`src/rtl/subckt_eval_sched.sv`:
```
// Round-robin scheduler sharing one flop-based evaluation subcircuit among NREQ requesters.
// Optional macro SCHED_SIG_EN adds an 8-bit LFSR signature (sig) of every returned result.
module subckt_eval_sched #(
  parameter int NREQ   = 4,
  parameter int DW     = 4,
  parameter int SETTLE = 3
) (
  input  logic               CLK,
  input  logic               RSTB,
  input  logic [NREQ-1:0]    req,
  input  logic [NREQ*DW-1:0] req_vec,
  output logic [NREQ-1:0]    gnt,
  output logic [NREQ-1:0]    done,
  output logic               result,
  output logic               busy,
  output logic               dut_rstb,
  output logic [DW-1:0]      dut_in,
  input  logic               dut_out
`ifdef SCHED_SIG_EN
  ,
  output logic [7:0]         sig
`endif
);
  localparam int PW = (NREQ > 1) ? $clog2(NREQ) : 1;

  typedef enum logic [2:0] {IDLE, CLR, APPLY, CAPT, DONE} state_t;

  state_t          state, nstate;
  logic [PW-1:0]   rr_ptr, idx_q, pick_idx, nxt_ptr, j;
  logic            pick_vld, hold, abort;
  logic [3:0]      cnt;
  logic [DW-1:0]   vec_q;

  // first requester at or after rr_ptr; descending scan so the nearest one overwrites
  always_comb begin
    pick_vld = 1'b0;
    pick_idx = '0;
    j        = '0;
    for (int k = NREQ-1; k >= 0; k--) begin
      j = PW'((int'(rr_ptr) + k) % NREQ);
      if (req[j]) begin
        pick_vld = 1'b1;
        pick_idx = j;
      end
    end
  end

  assign hold    = req[idx_q];
  assign abort   = (state == CLR || state == APPLY || state == CAPT) && !hold;
  assign nxt_ptr = (int'(idx_q) == NREQ-1) ? '0 : idx_q + 1'b1;

  assign busy     = (state != IDLE);
  assign done     = (state == DONE) ? gnt : '0;
  assign dut_in   = (state == CLR || state == APPLY) ? vec_q : '0;
  // subcircuit is held in reset with the scheduler and during CLR
  assign dut_rstb = RSTB & (state != CLR);

  always_ff @(posedge CLK or negedge RSTB) begin
    if (!RSTB) state <= IDLE;
    else       state <= nstate;
  end

  always_comb begin
    nstate = state;
    case (state)
      IDLE:    if (pick_vld) nstate = CLR;
      CLR:     nstate = APPLY;
      APPLY:   if (cnt == '0) nstate = CAPT;
      CAPT:    nstate = DONE;
      DONE:    nstate = IDLE;
      default: nstate = IDLE;
    endcase
    if (abort) nstate = IDLE;
  end

  always_ff @(posedge CLK or negedge RSTB) begin
    if (!RSTB) begin
      gnt    <= '0;
      idx_q  <= '0;
      vec_q  <= '0;
      rr_ptr <= '0;
      cnt    <= '0;
      result <= 1'b0;
    end else if (abort) begin
      gnt    <= '0;
      rr_ptr <= nxt_ptr;
    end else begin
      case (state)
        IDLE: if (pick_vld) begin
          gnt   <= NREQ'(1) << pick_idx;
          idx_q <= pick_idx;
          vec_q <= req_vec[pick_idx*DW +: DW];
        end
        CLR:   cnt <= 4'(SETTLE - 1);
        APPLY: if (cnt != '0) cnt <= cnt - 1'b1;
        CAPT:  result <= dut_out;
        DONE: begin
          gnt    <= '0;
          rr_ptr <= nxt_ptr;
        end
        default: ;
      endcase
    end
  end

`ifdef SCHED_SIG_EN
  // Galois LFSR x^8+x^6+x^5+x^4+1, folds in each completed result
  always_ff @(posedge CLK or negedge RSTB) begin
    if (!RSTB)              sig <= 8'h00;
    else if (state == DONE) sig <= {sig[6:0], sig[7] ^ result} ^ (sig[7] ? 8'h70 : 8'h00);
  end
`endif

endmodule

```
`config.mk`:
```
export PLATFORM = sky130hd
export DESIGN_NAME = subckt_eval_sched
export DESIGN_NICKNAME = d
export VERILOG_FILES = /design/src/rtl/subckt_eval_sched.sv
export SDC_FILE = /design/constraint.sdc
export NUM_CORES = 1
export LEC_CHECK = 0
export ABC_CLOCK_PERIOD_IN_PS = 2330
export CAP_MARGIN = 20
export CORE_AREA = 2 2 62 64
export DETAILED_ROUTE_END_ITERATION = 10
export DIE_AREA = 0 0 64 66
export GPL_TIMING_DRIVEN = 0
export PLACE_DENSITY = 0.65
export SYNTH_ARGS = -nofsm -noshare
export SYNTH_HDL_FRONTEND = slang
export SYNTH_SLANG_ARGS = --single-unit
```
`constraint.sdc`:
```
create_clock -name CLK -period 2.33 [get_ports CLK]
set_input_delay 0.3495 -clock CLK [delete_from_list [all_inputs] [get_ports CLK]]
set_output_delay 0.3495 -clock CLK [all_outputs]
set_load 0.02 [all_outputs]
```
==> impl_metrics.env, run 1 <==
export IMPL_min_period_over_period_pct=95.17
export IMPL_r2r_start="idx_q[0]$_DFFE_PN0P_"
export IMPL_grt_start_max_net_pins=22
export IMPL_slew_headroom_pct=59.97
export IMPL_slew_viol_final=0
export IMPL_syn_num_nets=144
export IMPL_dieArea_mm2=0.004224
export IMPL_crit_slowest_cell="clkdlybuf4s50_1"
export IMPL_grt_usage_pct=14.01
export IMPL_powerDensity_mw_per_mm2=1235
export IMPL_dp_hpwl_um=2134
export IMPL_numCtsBuffers=3
export IMPL_path_clk_slew_ns=0.11
export IMPL_routabilityCongestion=0.7130
export IMPL_finalNetCount=187
export IMPL_drc=0
export IMPL_drtIter0Drc=47
export IMPL_hold_viol_final=0
export IMPL_clk_latency_ns=0.30
export IMPL_cts_tree="yes"
export IMPL_viasPerCell=5.135
export IMPL_cp_top_family="buffers and inverters"
export IMPL_crit_arrival_ns=1.87
export IMPL_routed_wl_um=2838
export IMPL_final_cell_mix="32 x clkdlybuf4s50_1, 19 x dfrtp_1, 11 x nand2_1"
export IMPL_chipWidth_um=64
export IMPL_clock_sinks=20
export IMPL_r2r_end="rr_ptr[1]$_DFFE_PN0P_"
export IMPL_endpoint_kind="output pin"
export IMPL_min_path_type="input port to asynchronous set/reset pin"
export IMPL_diodes=0
export IMPL_hold_buffers=0
export IMPL_start_kind="register"
export IMPL_grt_antenna_before_repair=0
export IMPL_clockBufferDepth=2
export IMPL_netlist_area_mm2=0.001195
export IMPL_yosys_warnings=0
export IMPL_ir_worst_vdd_mv=0.3517
export IMPL_crit_chain="buf_2 -> nor3b_4 -> nor2b_1 -> clkdlybuf4s50_1"
export IMPL_core_mm2=0.003551
export IMPL_drive_gt1_share_pct=13.84
export IMPL_tightestPinTransition_ns=0.5992
export IMPL_io_buffers=37
export IMPL_yosysTopAreaCell="dfrtp_1"
export IMPL_grt_pass1_wl_um=4609
export IMPL_layout_commonest_cell="clkdlybuf4s50_1"
export IMPL_clk_root_buffer_cell="clkbuf_4"
export IMPL_rows=22
export IMPL_synth_area_per_cell_um2=10.13
export IMPL_crit_type="register to output pin"
export IMPL_synth_seq_cells=20
export IMPL_synth_edf_count=0
export IMPL_syn_to_final_growth_pct=41.89
export IMPL_ant_nets=0
export IMPL_htreeDepth=1
export IMPL_fin_setup_tns_ns=0
export IMPL_grt_pass1_vias=991
export IMPL_power_leakage_nw=0.7969
export IMPL_synth_top_area_share_pct=41.88
export IMPL_slowest_delay_ns=0.54
export IMPL_reg2reg_slack_ns=0.51
export IMPL_rr_worst_depth=4
export IMPL_setup_viol=0
export IMPL_vias=1063
export IMPL_drv_cap=0
export IMPL_grt_ovfl_total=0
export IMPL_max_freq_ghz=0.4510
export IMPL_fin_crit_ns=2.217
export IMPL_ios=38
export IMPL_yosysSeqAreaShare_pct=41.88
export IMPL_setup_ws_ns=0.1126
export IMPL_start_util_pct=33.65
export IMPL_skew_ns=0.005158
export IMPL_outcome="complete, no violations"
export IMPL_rsz0062_at_grt="no"
export IMPL_critPathMaxFanout=10
export IMPL_die_h_um=66
export IMPL_wl_per_cell_um=13.71
export IMPL_synthFlopType="dfrtp_1"
export IMPL_dr_pass1_iters=4
export IMPL_syn_inst=118
export IMPL_path_buf_inv=2
export IMPL_crit_required_ns=1.98
export IMPL_yosys_top_cells_area="dfrtp_1 42%, mux2i_1 6.7%, nand2_1 3.5%"
export IMPL_ys_async_sr_fraction_pct=100.0
export IMPL_ys_types=43
export IMPL_pre_cts_ws_ns=-0.3253
## worst max path at each step
stage	depth (start not counted)	end	slack [ns]	startpoint
final	4	dut_rstb	0.11	state[2]$_DFFE_PN0P_
after global routing	4	dut_rstb	0.02	state[2]$_DFFE_PN0P_
after floorplan	4	rr_ptr[1]$_DFFE_PN0P_	0.67	idx_q[0]$_DFFE_PN0P_
after global placement	3	dut_rstb	-0.31	RSTB
after CTS	4	dut_in[1]	0.008	state[2]$_DFFE_PN0P_
after detailed placement	3	dut_rstb	-0.33	RSTB
## metrics by stage
step	hold WS (ns)	power [mW]	cell area, µm²	instances	util (%)
final	0.1024	2.094	1695	207	47.74
after floorplan	0.05391	1.455	1195	118	-
after detailed placement	0.4745	1.880	1625	203	45.77
after global placement	0.4665	1.841	1625	203	45.77
after global routing	0.1337	2.263	1695	207	47.74
after CTS	0.1115	2.075	1665	206	46.90
## power by group
| group | leakage (nW) | total, mW | switching, mW | internal, mW |
|---|---|---|---|---|
| Combinational | 0.532 | 1.30 | 0.680 | 0.616 |
| Sequential | 0.251 | 0.633 | 0.131 | 0.502 |
| Clock | 0.0138 | 0.165 | 0.104 | 0.0602 |
| Total | 0.797 | 2.09 | 0.915 | 1.18 |
## state kept, by name (all words and copies together), names as in the netlist
signal	flops
gnt	4
rr_ptr	2
state	3
result	1
cnt	4
idx_q	2
vec_q	4
## cell usage after synthesis (2+ instances only)
library cell,count
nor3b_1,3
a21oi_1,5
nor2b_1,3
nor3_1,3
clkbuf_1,2
mux2i_1,8
dfrtp_1,20
ha_1,3
and3_1,4
and2_1,4
o21ai_0,5
inv_1,4
nand2_1,11
a31oi_1,2
nor2_1,7
nand3_1,2
o221ai_1,4
a32o_1,2
a22o_1,2
## routing by layer
metal | routed length [µm] | global-route usage (%) | vias up
met1 | 1342 | 17.83 | 504
met4 | 27 | 5.707 | 0
met3 | 134 | 2.385 | 2
met5 | 0 | 0 | -
li1 | - | - | 521
met2 | 1333 | 23.57 | 36
## cell families (layout without fill, tap and decap cells)
| logic type | Yosys count | count (layout) | synth area share, % |
|---|---|---|---|
| simple gates | 46 | 46 | 22.41 |
| compound gates | 29 | 29 | 17.59 |
| fa+ha+maj | 3 | 3 | 3.142 |
| buf+inv | 8 | 49 | 3.456 |
| xor+xnor | 1 | 1 | 0.7331 |
| mux | 11 | 11 | 10.79 |
| flops | 20 | 20 | 41.88 |
## area by class of cell
cell class / instances / area (µm²)
Fill cell: 328 / 1856
Multi-Input combinational cell: 90 / 679.4
Sequential cell: 20 / 501.7
Timing Repair Buffer: 38 / 389.1
Tap cell: 48 / 60.06
Buffer: 4 / 27.53
Clock buffer: 3 / 22.52
Inverter: 4 / 15.01
## repair_timing
action,CTS,global route
resized for setup,8,8
pin swaps,0,1
setup endpoints to repair,9,9
buffers inserted,0,1
(Power assumes the default switching activity.)
==> inputs of run 2 (changes only) <==
--- a/config.mk
+++ b/config.mk
@@ -7,11 +7,12 @@
 export LEC_CHECK = 0
 export ABC_CLOCK_PERIOD_IN_PS = 2330
 export CAP_MARGIN = 20
-export CORE_AREA = 2 2 62 64
+export CORE_AREA = 2 2 61 63
 export DETAILED_ROUTE_END_ITERATION = 10
-export DIE_AREA = 0 0 64 66
+export DIE_AREA = 0 0 63 65
 export GPL_TIMING_DRIVEN = 0
-export PLACE_DENSITY = 0.65
+export PLACE_DENSITY = 0.67
+export SETUP_SLACK_MARGIN = 0.5
 export SYNTH_ARGS = -nofsm -noshare
 export SYNTH_HDL_FRONTEND = slang
 export SYNTH_SLANG_ARGS = --single-unit
==> run 2 against run 1 <==
Register-to-register slack improved by 0.05 ns. Largest cell class unchanged. Die area fell by 3.1%. Clock skew barely moved. Sequential power rose by 2%. Highest routed layer unchanged. Critical endpoint is now dut_in[2].
==> impl_metrics.env, run 2 (same netlist as run 1, synthesis figures left out) <==
export IMPL_grt_pass1_wl_um=5023
export IMPL_dr_wl_met3_um=160
export IMPL_swShare_pct=42.87
export IMPL_dp_cells=203
export IMPL_met2_length_um=1641
export IMPL_grt_ovfl_total=0
export IMPL_die_h_um=65
export IMPL_cp_startpoint="state[1]$_DFFE_PN0P_"
export IMPL_start_kind="register"
export IMPL_multi_input_area_um2=730.7
export IMPL_wl_per_cell_um=14.54
export IMPL_cp_endpoint="dut_in[2]"
export IMPL_seq_area_um2=501.7
export IMPL_core_mm2=0.003496
export IMPL_drtIter0Drc=41
export IMPL_critPathMaxFanout=7
export IMPL_setup_viol=0
export IMPL_diodes=0
export IMPL_rr_worst_depth=6
export IMPL_hold_viol_final=0
export IMPL_outcome="complete, no violations"
export IMPL_vias=1121
export IMPL_numCtsBuffers=3
export IMPL_rows=22
export IMPL_tightestPinTransition_ns=0.5394
export IMPL_final_area_mm2=0.001770
export IMPL_layout_commonest_cell="clkdlybuf4s50_1"
export IMPL_cts_tree="yes"
export IMPL_slew_viol_final=0
export IMPL_clk_root_buffer_cell="clkbuf_4"
export IMPL_clock_sinks=20
export IMPL_endpoint_kind="output pin"
export IMPL_clockBufferDepth=2
export IMPL_htreeDepth=1
export IMPL_path_clk_slew_ns=0.12
export IMPL_final_cell_mix="22 x clkdlybuf4s50_1, 19 x dfrtp_1, 11 x buf_4, 11 x nand2_1, 8 x mux2i_1"
export IMPL_slew_headroom_pct=63.96
export IMPL_grt_antenna_before_repair=0
export IMPL_dieArea_mm2=0.004095
export IMPL_grt_start_max_net_pins=22
export IMPL_grt_usage_pct=15.75
export IMPL_r2r_end="cnt[3]$_DFFE_PN0P_"
export IMPL_max_freq_ghz=0.5611
export IMPL_drive_gt1_share_pct=29.34
export IMPL_crit_type="register to output pin"
export IMPL_finalNetCount=195
export IMPL_wl_met1_um=1309
export IMPL_placed_cell_area_mm2=0.001625
export IMPL_syn_to_final_growth_pct=48.17
export IMPL_p_seq_share_pct=27.8
export IMPL_dp_hpwl_um=2267
export IMPL_ios=38
export IMPL_start_util_pct=34.18
export IMPL_fillers=361
export IMPL_drv_cap=0
export IMPL_clk_latency_ns=0.31
export IMPL_highest_layer="met4"
export IMPL_crit_arrival_ns=1.43
export IMPL_routabilityCongestion=0.7033
export IMPL_clkPwrFrac_pct=7.3
export IMPL_min_period_over_period_pct=76.48
export IMPL_power_switching_uw=999.6
export IMPL_instances_no_fill=215
export IMPL_fin_crit_ns=1.782
export IMPL_rsz0062_at_grt="yes"
export IMPL_routed_wl_um=3127
export IMPL_drc=0
export IMPL_crit_required_ns=1.98
export IMPL_r2r_start="idx_q[0]$_DFFE_PN0P_"
export IMPL_powerDensity_mw_per_mm2=1317
export IMPL_dr_pass1_iters=4
export IMPL_power_internal_mw=1.332
export IMPL_chipWidth_um=63
export IMPL_viasPerCell=5.214
export IMPL_io_buffers=37
export IMPL_ir_worst_vdd_mv=0.5677
export IMPL_skew_ns=0.005653
export IMPL_reg2reg_slack_ns=0.56
export IMPL_ant_nets=0
export IMPL_grt_pass1_vias=1105
export IMPL_power_leakage_nw=0.8224
export IMPL_min_path_type="input port to asynchronous set/reset pin"
export IMPL_reg_top3="cnt (4), gnt (4), vec_q (4)"
export IMPL_combPwrFrac_pct=64.9
==> run 2: repair_timing <==
action,4_1_cts,5_1_grt
setup endpoints to repair,24,19
gates resized for setup,62,13
pin swaps,7,8
setup buffers,7,2
hold buffers,0,0
==> run 2: metal layers <==
layer | up-vias | global-route usage [%]
met5 | - | 0
met4 | 0 | 3.889
met3 | 2 | 5.035
met2 | 31 | 27.93
met1 | 544 | 18.40
li1 | 544 | -
==> run 2: worst min-delay path by stage <==
stage                         start                    to  slack (ns)  cells past startpoint
6_report                       RSTB    cnt[0]$_DFFE_PN0P_        0.09                      1
4_1_cts                        RSTB  state[2]$_DFFE_PN0P_        0.11                      1
3_5_place_dp   vec_q[2]$_DFFE_PN0P_  vec_q[2]$_DFFE_PN0P_        0.47                      2
2_1_floorplan                  RSTB    cnt[0]$_DFFE_PN0P_        0.05                      0
5_1_grt                        RSTB    cnt[0]$_DFFE_PN0P_        0.14                      1
3_3_place_gp   vec_q[0]$_DFFE_PN0P_  vec_q[0]$_DFFE_PN0P_        0.46                      2
==> run 2: worst max-delay path, stage by stage (launching register included) <==
cell and delay [ns]:
dfrtp_1 0.39, buf_6 0.14, xnor2_4 0.15, nor2_4 0.15
and2_4 0.17, buf_6 0.11
==> run 2: layout make-up <==
type / count / area share [%]
multi-input cells: 90 / 41.27
flip-flops and latches: 20 / 28.34
repair buffers: 46 / 23.11
well taps: 48 / 3.392
plain buffers: 4 / 1.767
clock buffers: 3 / 1.272
inverters: 4 / 0.8481
==> run 2: stage by stage <==
step / setup TNS (ns) / setup WS, ns / util (%) / hold WS (ns) / power, mW
after floorplan: 0 / 0.6654 / - / 0.05391 / 1.455
after global placement: -0.3181 / -0.3181 / 46.49 / 0.4623 / 1.851
after detailed placement: -0.3518 / -0.3518 / 46.49 / 0.4726 / 1.890
after CTS: 0 / 0.4640 / 50.32 / 0.1108 / 2.258
after global routing: 0 / 0.4793 / 50.64 / 0.1410 / 2.501
final: 0 / 0.5479 / 50.64 / 0.09067 / 2.332
==> run 2: power groups by stage <==
stage | sequential (mW) | combinational [mW] | clock [mW]
after floorplan | 0.645 | 0.810 | 0
after global placement | 0.631 | 1.22 | 0
after detailed placement | 0.641 | 1.25 | 0
after CTS | 0.642 | 1.44 | 0.176
after global routing | 0.671 | 1.64 | 0.190
final | 0.648 | 1.51 | 0.171
==> inputs of run 3 (changes only) <==
--- a/config.mk
+++ b/config.mk
@@ -5,13 +5,13 @@
 export SDC_FILE = /design/constraint.sdc
 export NUM_CORES = 1
 export LEC_CHECK = 0
-export ABC_CLOCK_PERIOD_IN_PS = 2330
+export ABC_CLOCK_PERIOD_IN_PS = 1600
 export CAP_MARGIN = 20
 export CORE_AREA = 2 2 61 63
 export DETAILED_ROUTE_END_ITERATION = 10
 export DIE_AREA = 0 0 63 65
 export GPL_TIMING_DRIVEN = 0
-export PLACE_DENSITY = 0.67
+export PLACE_DENSITY = 0.7
 export SETUP_SLACK_MARGIN = 0.5
 export SYNTH_ARGS = -nofsm -noshare
 export SYNTH_HDL_FRONTEND = slang
==> constraint.sdc (replaced) <==
create_clock -name CLK -period 1.6 [get_ports CLK]
set_input_delay 0.24 -clock CLK [delete_from_list [all_inputs] [get_ports CLK]]
set_output_delay 0.24 -clock CLK [all_outputs]
set_load 0.02 [all_outputs]
==> run 3 against run 2 <==
The run now ends with negative hold slack, negative setup slack left. Power increased by 97%. Flip-flop and latch count unchanged. Sequential share of layout area decreased by 5.8 points. Global-route usage increased by 3.1 points. Die area unchanged. Critical endpoint is now rr_ptr[1]$_DFFE_PN0P_. Largest cell class unchanged. Largest power group unchanged.
==> impl_metrics.env, run 3 (same netlist as run 1, synthesis figures left out) <==
export IMPL_fin_crit_ns=1.768
export IMPL_grt_start_max_net_pins=22
export IMPL_tightestPinTransition_ns=0.5522
export IMPL_grt_pass1_vias=1292
export IMPL_wl_per_cell_um=16.32
export IMPL_outcome="finished, violations left"
export IMPL_slowest_delay_ns=0.57
export IMPL_final_cell_mix="24 x buf_6, 19 x buf_4, 18 x dfrtp_1"
export IMPL_grt_ovfl_total=0
export IMPL_clk_latency_ns=0.31
export IMPL_drc=0
export IMPL_vias=1228
export IMPL_busiest_layer="met2"
export IMPL_finalCoreUtilization_pct=63.92
export IMPL_cts_tree="yes"
export IMPL_min_period_over_period_pct=110.5
export IMPL_crit_slowest_cell="mux4_2"
export IMPL_grt_antenna_before_repair=0
export IMPL_slew_viol_final=0
export IMPL_dr_pass1_iters=4
export IMPL_drtIter0Drc=43
export IMPL_diodes=0
export IMPL_rsz0062_at_grt="yes"
export IMPL_start_kind="register"
export IMPL_path_buf_inv=1
export IMPL_chipWidth_um=63
export IMPL_endpoint_kind="register"
export IMPL_finalHoldWorstSlack_ns=-0.02363
export IMPL_skew_ns=0.007603
export IMPL_powerDensity_mw_per_mm2=2058
export IMPL_min_path_type="input port to asynchronous set/reset pin"
export IMPL_slew_headroom_pct=62.88
export IMPL_crit_required_ns=1.82
export IMPL_dp_cells=203
export IMPL_grtUsageMet2_pct=34.04
export IMPL_routed_wl_um=3835
export IMPL_setup_ws_ns=-0.1675
export IMPL_critPathMaxFanout=3
export IMPL_die_h_um=65
export IMPL_htreeDepth=1
export IMPL_pre_cts_ws_ns=-0.9284
export IMPL_grt_usage_pct=18.85
export IMPL_io_buffers=37
export IMPL_layout_commonest_cell="buf_6"
export IMPL_max_freq_ghz=0.5658
export IMPL_viasPerCell=5.226
export IMPL_path_clk_slew_ns=0.13
export IMPL_numCtsBuffers=3
export IMPL_clock_sinks=20
export IMPL_crit_chain="mux4_2 -> nor3_4 -> buf_6 -> a21oi_4 -> mux2_4"
export IMPL_clockBufferDepth=2
export IMPL_dp_hpwl_um=2424
export IMPL_use_met1_pct=23.63
export IMPL_grt_use_met3_pct=2.431
export IMPL_clk_root_buffer_cell="clkbuf_4"
export IMPL_syn_to_final_growth_pct=87.02
export IMPL_setup_viol=26
export IMPL_violations="negative hold slack, negative setup slack"
export IMPL_ios=38
export IMPL_instances_no_fill=235
export IMPL_reg_top3="cnt (4), gnt (4), vec_q (4)"
export IMPL_fillers=286
export IMPL_crit_arrival_ns=1.98
export IMPL_ant_nets=0
export IMPL_crit_type="register to register"
export IMPL_grt_pass1_wl_um=6113
export IMPL_hold_viol_final=19
export IMPL_core_mm2=0.003496
export IMPL_drive_gt1_share_pct=59.89
export IMPL_cp_top_family="multiplexers"
export IMPL_start_util_pct=34.18
export IMPL_finalNetCount=214
export IMPL_drv_cap=0
export IMPL_power_leakage_nw=0.9692
export IMPL_ir_worst_vdd_mv=1.128
export IMPL_dieArea_mm2=0.004095
export IMPL_routabilityCongestion=0.7270
export IMPL_rows=22
## run 3: cell type report
class	count	area [µm²]	area share (%)
Multi-Input combinational cell	90	947.2	42.39
Buffer	4	51.30	2.296
Inverter	4	15.01	0.6719
Sequential cell	20	503.0	22.51
Timing Repair Buffer	65	621.8	27.83
Tap cell	48	60.06	2.688
Clock buffer	4	36.28	1.624
## run 3: worst reg2reg max path, delay by kind of cell (launching register included)
kind | cells | cell delay [ns]
buffers and inverters | 1 | 0.13
flip-flops | 1 | 0.39
AO/OA/AOI/OAI | 1 | 0.04
AND/OR/NAND/NOR | 1 | 0.25
multiplexers | 2 | 0.86
## run 3: per-stage QoR
step	hold slack (ns)	area, µm²	TNS [ns]	total power [mW]
2_1_floorplan	-0.05559	1274	-0.09390	2.291
3_3_place_gp	0.4749	1704	-11.01	2.861
3_5_place_dp	0.4849	1704	-11.92	2.948
4_1_cts	-0.003963	2034	-1.336	3.964
5_1_grt	-0.003761	2235	-3.308	4.872
6_report	-0.02363	2235	-2.101	4.599
## run 3: layer usage
layer	up-vias	share of wire, %
li1	580	-
met1	593	40
met2	53	54
met3	2	5.1
met4	0	0.26
met5	-	0
## run 3: repair_timing
action / CTS / global route
cloned: 1 / 0
endpoints found under the hold margin: 1 / 0
pin swaps: 14 / 17
resized for setup: 128 / 37
buffers inserted: 18 / 8
hold buffers: 1 / 0
setup endpoints to repair: 35 / 35
## run 3: path summary, 6_finish.rpt
| check | from | endpoint | slack [ns] | depth (start not counted) |
|---|---|---|---|---|
| max | idx_q[0]$_DFFE_PN0P_ | rr_ptr[1]$_DFFE_PN0P_ | -0.17 | 5 |
| min | RSTB | idx_q[1]$_DFFE_PN0P_ | -0.02 | 1 |
| max reg2reg | idx_q[0]$_DFFE_PN0P_ | rr_ptr[1]$_DFFE_PN0P_ | -0.17 | 5 |
| min reg2reg | vec_q[1]$_DFFE_PN0P_ | vec_q[1]$_DFFE_PN0P_ | 0.51 | 2 |
| max in group asynchronous | RSTB | rr_ptr[0]$_DFFE_PN0P_ | 0.76 | 2 |
| min in group CLK | vec_q[1]$_DFFE_PN0P_ | vec_q[1]$_DFFE_PN0P_ | 0.51 | 2 |
## run 3: power breakdown
group | internal (mW) | leakage (nW) | switching [mW]
Combinational | 1.80 | 0.698 | 1.50
Clock | 0.139 | 0.0210 | 0.176
Sequential | 0.732 | 0.250 | 0.253
